<file path="src/rtl/count_timer.sv">
// Countdown game timer: loads a preset in seconds, counts down at 1 Hz, shows two BCD digits and
// hands off to the beep_beep alarm stage. Optional final-seconds warning: define COUNT_TIMER_WARN_EN.
module count_timer #(
    parameter int CLK_HZ       = 1000,
    parameter int ALARM_TO_SEC = 3
) (
    input  logic       clk,
    input  logic       st,
    input  logic       start_pulse,
    input  logic       pause_pulse,
    input  logic [6:0] preset_sec,
    input  logic       beep_over,
    output logic [3:0] sec_tens,
    output logic [3:0] sec_ones,
    output logic       running,
    output logic       alarm_st,
    output logic       done,
    output logic       warn
);

    localparam int ALARM_CYC = ALARM_TO_SEC * CLK_HZ;
    localparam int PRE_W     = (CLK_HZ > 1) ? $clog2(CLK_HZ) : 1;
    localparam int ALM_W     = (ALARM_CYC > 1) ? $clog2(ALARM_CYC) : 1;
    localparam logic [PRE_W-1:0] PRE_MAX = PRE_W'(CLK_HZ - 1);
    localparam logic [ALM_W-1:0] ALM_MAX = ALM_W'(ALARM_CYC - 1);

    typedef enum logic [2:0] {IDLE, RUN, PAUSE, ALARM, DONE} state_t;

    state_t           state_q, state_d;
    logic [PRE_W-1:0] pre_q, pre_d;
    logic [ALM_W-1:0] alm_q, alm_d;
    logic [3:0]       tens_d, ones_d;
    logic [7:0]       load_bcd, dec_bcd;
    logic             wrap;

    // Clamp to 99 and split into {tens, ones}.
    function automatic logic [7:0] to_bcd(input logic [6:0] bin);
        logic [6:0] v;
        logic [3:0] t;
        v = (bin > 7'd99) ? 7'd99 : bin;
        t = 4'd0;
        for (int i = 1; i <= 9; i++) begin
            if (v >= 7'(i * 10)) t = 4'(i);
        end
        return {t, 4'(v - 7'(t) * 7'd10)};
    endfunction

    function automatic logic [7:0] bcd_dec(input logic [3:0] t, input logic [3:0] o);
        if (o == 4'd0) return {t - 4'd1, 4'd9};
        return {t, o - 4'd1};
    endfunction

    always_comb begin
        state_d  = state_q;
        pre_d    = pre_q;
        alm_d    = '0;
        tens_d   = sec_tens;
        ones_d   = sec_ones;
        load_bcd = to_bcd(preset_sec);
        dec_bcd  = bcd_dec(sec_tens, sec_ones);
        wrap     = (pre_q == PRE_MAX);

        if (start_pulse) begin
            tens_d  = load_bcd[7:4];
            ones_d  = load_bcd[3:0];
            pre_d   = '0;
            state_d = (load_bcd == 8'h00) ? ALARM : RUN;
        end else begin
            case (state_q)
                RUN: begin
                    // The pause edge still advances the prescaler, so resume continues mid-second.
                    pre_d = wrap ? '0 : pre_q + 1'b1;
                    if (wrap) begin
                        tens_d = dec_bcd[7:4];
                        ones_d = dec_bcd[3:0];
                    end
                    if (wrap && dec_bcd == 8'h00) state_d = ALARM;
                    else if (pause_pulse)         state_d = PAUSE;
                end
                PAUSE: begin
                    if (pause_pulse) state_d = RUN;
                end
                ALARM: begin
                    alm_d = alm_q + 1'b1;
                    if (beep_over || alm_q == ALM_MAX) state_d = DONE;
                end
                default: ;
            endcase
        end
    end

    // Status flags follow the registered state, so they trail a state change by one edge.
    always_ff @(posedge clk) begin
        if (!st) begin
            state_q  <= IDLE;
            pre_q    <= '0;
            alm_q    <= '0;
            sec_tens <= 4'd0;
            sec_ones <= 4'd0;
            running  <= 1'b0;
            alarm_st <= 1'b0;
            done     <= 1'b0;
        end else begin
            state_q  <= state_d;
            pre_q    <= pre_d;
            alm_q    <= alm_d;
            sec_tens <= tens_d;
            sec_ones <= ones_d;
            running  <= (state_q == RUN);
            alarm_st <= (state_q == ALARM);
            done     <= (state_q == DONE);
        end
    end

`ifdef COUNT_TIMER_WARN_EN
    logic warn_d;

    always_comb begin
        warn_d = (state_d == RUN || state_d == PAUSE) && (tens_d == 4'd0) &&
                 (ones_d inside {4'd1, 4'd2, 4'd3});
    end

    always_ff @(posedge clk) begin
        if (!st) warn <= 1'b0;
        else     warn <= warn_d;
    end
`else
    assign warn = 1'b0;
`endif

endmodule

</file>
<file path="config.mk">
export PLATFORM = sky130hd
export DESIGN_NAME = count_timer
export DESIGN_NICKNAME = d
export VERILOG_FILES = /design/src/rtl/count_timer.sv
export SDC_FILE = /design/constraint.sdc
export NUM_CORES = 1
export LEC_CHECK = 0
export ABC_AREA = 1
export CAP_MARGIN = 20
export CORE_ASPECT_RATIO = 1.4
export CORE_MARGIN = 2
export CORE_UTILIZATION = 25
export DETAILED_ROUTE_END_ITERATION = 7
export GPL_ROUTABILITY_DRIVEN = 0
export GPL_TIMING_DRIVEN = 1
export PLACE_DENSITY = 0.41
export SYNTH_ARGS = -nofsm -noshare
export SYNTH_HDL_FRONTEND = slang
export SYNTH_SLANG_ARGS = --single-unit
export TNS_END_PERCENT = 100
</file>
<file path="constraint.sdc">
create_clock -name clk -period 2.9 [get_ports clk]
set_input_delay 0.58 -clock clk [delete_from_list [all_inputs] [get_ports clk]]
set_output_delay 0.58 -clock clk [all_outputs]
set_load 0.02 [all_outputs]
</file>
==> flow_summary.rst <==
.. list-table::
   :header-rows: 1

   * - Metric
     - Value
   * - Die area
     - ~9300 µm²
   * - Count of synthesis-stage warnings from yosys
     - 0
   * - Vias in the first global route
     - 2096
   * - Max-Cap Viols
     - 0
   * - PwrDens
     - about 530 nW/µm²
   * - Number of unique standard cell types used by synthesis
     - 34
   * - Detail Placement HPWL
     - 4.58 mm
   * - Number of buffers created by CTS
     - 5
   * - Maximum number of pins on one net before global-route repair
     - 13
   * - Global Route met1 Usage
     - 14.7%
   * - Met2 usage in global routing
     - around 23%
   * - Most heavily used metal layer in global routing
     - met2
   * - DRC viols
     - 0
   * - Core ar.
     - 8250 µm²
   * - Maximum fanout along the worst path
     - 5
   * - Share of Yosys cell area claimed by the top area cell type
     - 33.7%
   * - Level count of the clock H-tree
     - 2
   * - Standard-cell row count
     - 39
   * - Post-synthesis cell area
     - 2140 µm²
   * - Number of max-slew violations in the final report
     - 0
   * - Total length of routed wires
     - ~5.7 mm
   * - Worst clock skew
     - 0.00511 ns
   * - Insertion delay to the later sink of the worst-skew pair
     - between 0.2 and 0.3 ns
   * - Fill cells
     - about 900
   * - Initial Utilization
     - 25.9%
   * - Number of buffers added on ports
     - 22
   * - Clock transition at the register clock pins on the worst setup and hold paths after CTS
     - 0.06 ns
   * - # clock sinks
     - 36
   * - First-pass detailed-route iteration total
     - 4
   * - Result of the run
     - finished clean
   * - Vertical die dimension
     - between 100 and 150 µm
   * - Post-synthesis to final-layout area growth
     - 33.5%
   * - Final Cycle Share
     - 92.1%
   * - Synthesized Nets
     - ~340
   * - Met3 usage in global routing
     - under 10%
   * - Max clock buf depth
     - 2
   * - Final hold violation count
     - 0
   * - Average wire per cell in the routed design
     - around 12 µm
   * - CP Data Arrival Time
     - between 2 and 3 ns
   * - CTS Root Buffer Type
     - sky130_fd_sc_hd__clkbuf_16
   * - Leakage component of the power
     - between 0.001 and 0.0015 µW
   * - DR vias/cell
     - 4.61
   * - Setup_tns
     - 0 ns
   * - Overall die width
     - roughly 80 µm
   * - Crit path capture type
     - register
   * - Non-filler cells in the finished layout
     - ~470
   * - Drt first-iter violations
     - 97
   * - IO Pins
     - 24
   * - Class of the most critical setup path
     - in -> reg
   * - Fraction of final layout cells sized beyond drive strength 1
     - about 17%
   * - Slew headroom
     - about two thirds
   * - Min Tclk post-route
     - ~2.7 ns
   * - Data required time of the worst path
     - a little over 3 ns
   * - Cell with the most instances after synthesis
     - sky130_fd_sc_hd__inv_1
   * - Global-route wire length before repair
     - 9.46 mm
   * - Startpoint Class
     - input pin
   * - Instance count of the mapped netlist
     - about 320
   * - Total vias in the final route
     - roughly 2200
   * - Hold/Removal Path Class
     - reg -> reg
   * - Final core utilization
     - about a third
   * - Initial antenna violation count
     - 0
   * - Net count of the finished layout
     - slightly below 400
   * - Slew at the pin with the worst max-slew slack
     - between 0.5 and 0.6 ns
   * - Overall routing resource usage
     - between 10% and 20%
   * - Post-synthesis sequential area ratio
     - roughly a third
   * - Commonest cells in the netlist
     - 55 x sky130_fd_sc_hd__inv_1, 49 x sky130_fd_sc_hd__nand2_1, 43 x sky130_fd_sc_hd__nor2_1, 36 x sky130_fd_sc_hd__dfxtp_1, 22 x sky130_fd_sc_hd__a21oi_1
   * - Seq. cell area
     - around 720 µm²
   * - Area used by multi-input combinational logic
     - between 1000 and 1500 µm²
   * - Largest cells by area after synthesis
     - sky130_fd_sc_hd__dfxtp_1 34%, sky130_fd_sc_hd__inv_1 9.7%, sky130_fd_sc_hd__nand2_1 8.6%, sky130_fd_sc_hd__nor2_1 7.6%, sky130_fd_sc_hd__a21oi_1 5.2%
   * - Library cell with the largest summed area after synthesis
     - sky130_fd_sc_hd__dfxtp_1
   * - # diodes
     - 0
   * - Flop and latch count out of synthesis
     - 36
   * - GR Overflow Total
     - 0
   * - Per-instance average area after synthesis
     - between 6 and 7 µm²
   * - Total instance count after detailed placement
     - about 460
   * - Share of async-settable or async-resettable flops after synthesis
     - 0%
   * - Number of enable flip-flop cells after synthesis
     - 0
   * - TritonCTS clock tree
     - yes
   * - Endpoints failing setup
     - 0
   * - Count of antenna-violating nets left after detailed routing
     - 0
   * - Most used DFF post-synth
     - sky130_fd_sc_hd__dfxtp_1
   * - Peak supply drop
     - approximately 0.34 mV
   * - Max Clk Rate
     - between 0.3 and 0.4 GHz
-- power by group --
part	internal (µW)	leakage (µW)	switching, µW
clock network	404	0.0000808	205
registers	521	0.000293	20.9
logic	152	0.000822	201
-- cells by family after synthesis --
kind of cell               count (synthesis)  synth area share [%]
other                                      1                 0.176
and+or+nand+nor                          147                  31.3
adders and majority gates                  7                  4.45
AOI/OAI and AO/OA                         56                  15.0
buffers and inverters                     60                  11.2
DFF                                       36                  33.7
xor gates and xnor gates                  10                  4.10
-- final cells by class --
class                      instances  share of cell area [%]
sequential                        36                    25.3
inverter                          57                    7.50
clock inverter                     2                    1.23
timing repair buffer              50                    14.3
multi-input combinational        221                    42.7
tap                              102                    4.48
clock buffer                       6                    4.52
-- critical path, stage by stage --
cell and delay [ns]:
sky130_fd_sc_hd__clkbuf_2 0.12, sky130_fd_sc_hd__buf_4 0.16, sky130_fd_sc_hd__o22ai_2 0.18, sky130_fd_sc_hd__inv_2 0.04, sky130_fd_sc_hd__o21ai_1 0.19, sky130_fd_sc_hd__buf_4 0.15
sky130_fd_sc_hd__o21ai_0 0.13, sky130_fd_sc_hd__nand2_1 0.09, sky130_fd_sc_hd__nand2_1 0.06, sky130_fd_sc_hd__inv_1 0.07, sky130_fd_sc_hd__fa_1 0.43, sky130_fd_sc_hd__buf_4 0.15
sky130_fd_sc_hd__buf_4 0.12, sky130_fd_sc_hd__nor2_1 0.11, sky130_fd_sc_hd__o21ai_0 0.09, sky130_fd_sc_hd__a21oi_1 0.19
-- sequential cells by signal (all words and copies together) (netlist names) --
register  flops
alarm_st      1
sec_ones      4
state_q       3
done          1
pre_q        10
alm_q        12
sec_tens      4
running       1
-- metal layers --
layer,up-vias,share of wire (%)
met2,29,53
li1,1144,-
met1,1005,43
met5,-,0
met4,0,2.3
met3,7,2.4
-- per-stage QoR --
stage	total power, µW	hold slack (ns)	setup WS, ns	area (µm²)
global placement	899	0.433	-0.377	2650
finish	1500	0.433	0.228	2850
global route	1590	0.461	-0.00441	2850
CTS	1510	0.438	0.0424	2810
floorplan	757	0.398	0.233	2140
detailed placement	895	0.428	-0.454	2650
-- cells in the final DEF, fill, tap and decap left out, types with 13 or more instances in the layout --
cell type / n
sky130_fd_sc_hd__a21oi_1: 21
sky130_fd_sc_hd__buf_4: 28
sky130_fd_sc_hd__clkdlybuf4s50_1: 16
sky130_fd_sc_hd__dfxtp_1: 36
sky130_fd_sc_hd__inv_1: 54
sky130_fd_sc_hd__nand2_1: 46
sky130_fd_sc_hd__nand3_1: 17
sky130_fd_sc_hd__nor2_1: 42
sky130_fd_sc_hd__nor3_1: 13
sky130_fd_sc_hd__o21ai_0: 18
-- repair_timing --
item                                    in CTS  in global routing
endpoints found under the hold margin        0                  0
buffers inserted                             0                  2
endpoints found under the setup margin       3                  3
hold buffers                                 0                  0
pin swaps                                    1                  7
resized for setup                            6                 22
-- worst paths after layout --
path | from | to | slack (ns) | depth (start not counted)
max | preset_sec[4] | sec_ones[2] | 0.23 | 16
min | state_q[1] | done | 0.43 | 1
max reg2reg | pre_q[0] | state_q[0] | 0.84 | 10
min reg2reg | state_q[1] | done | 0.43 | 1
(Power assumes the default switching activity.)
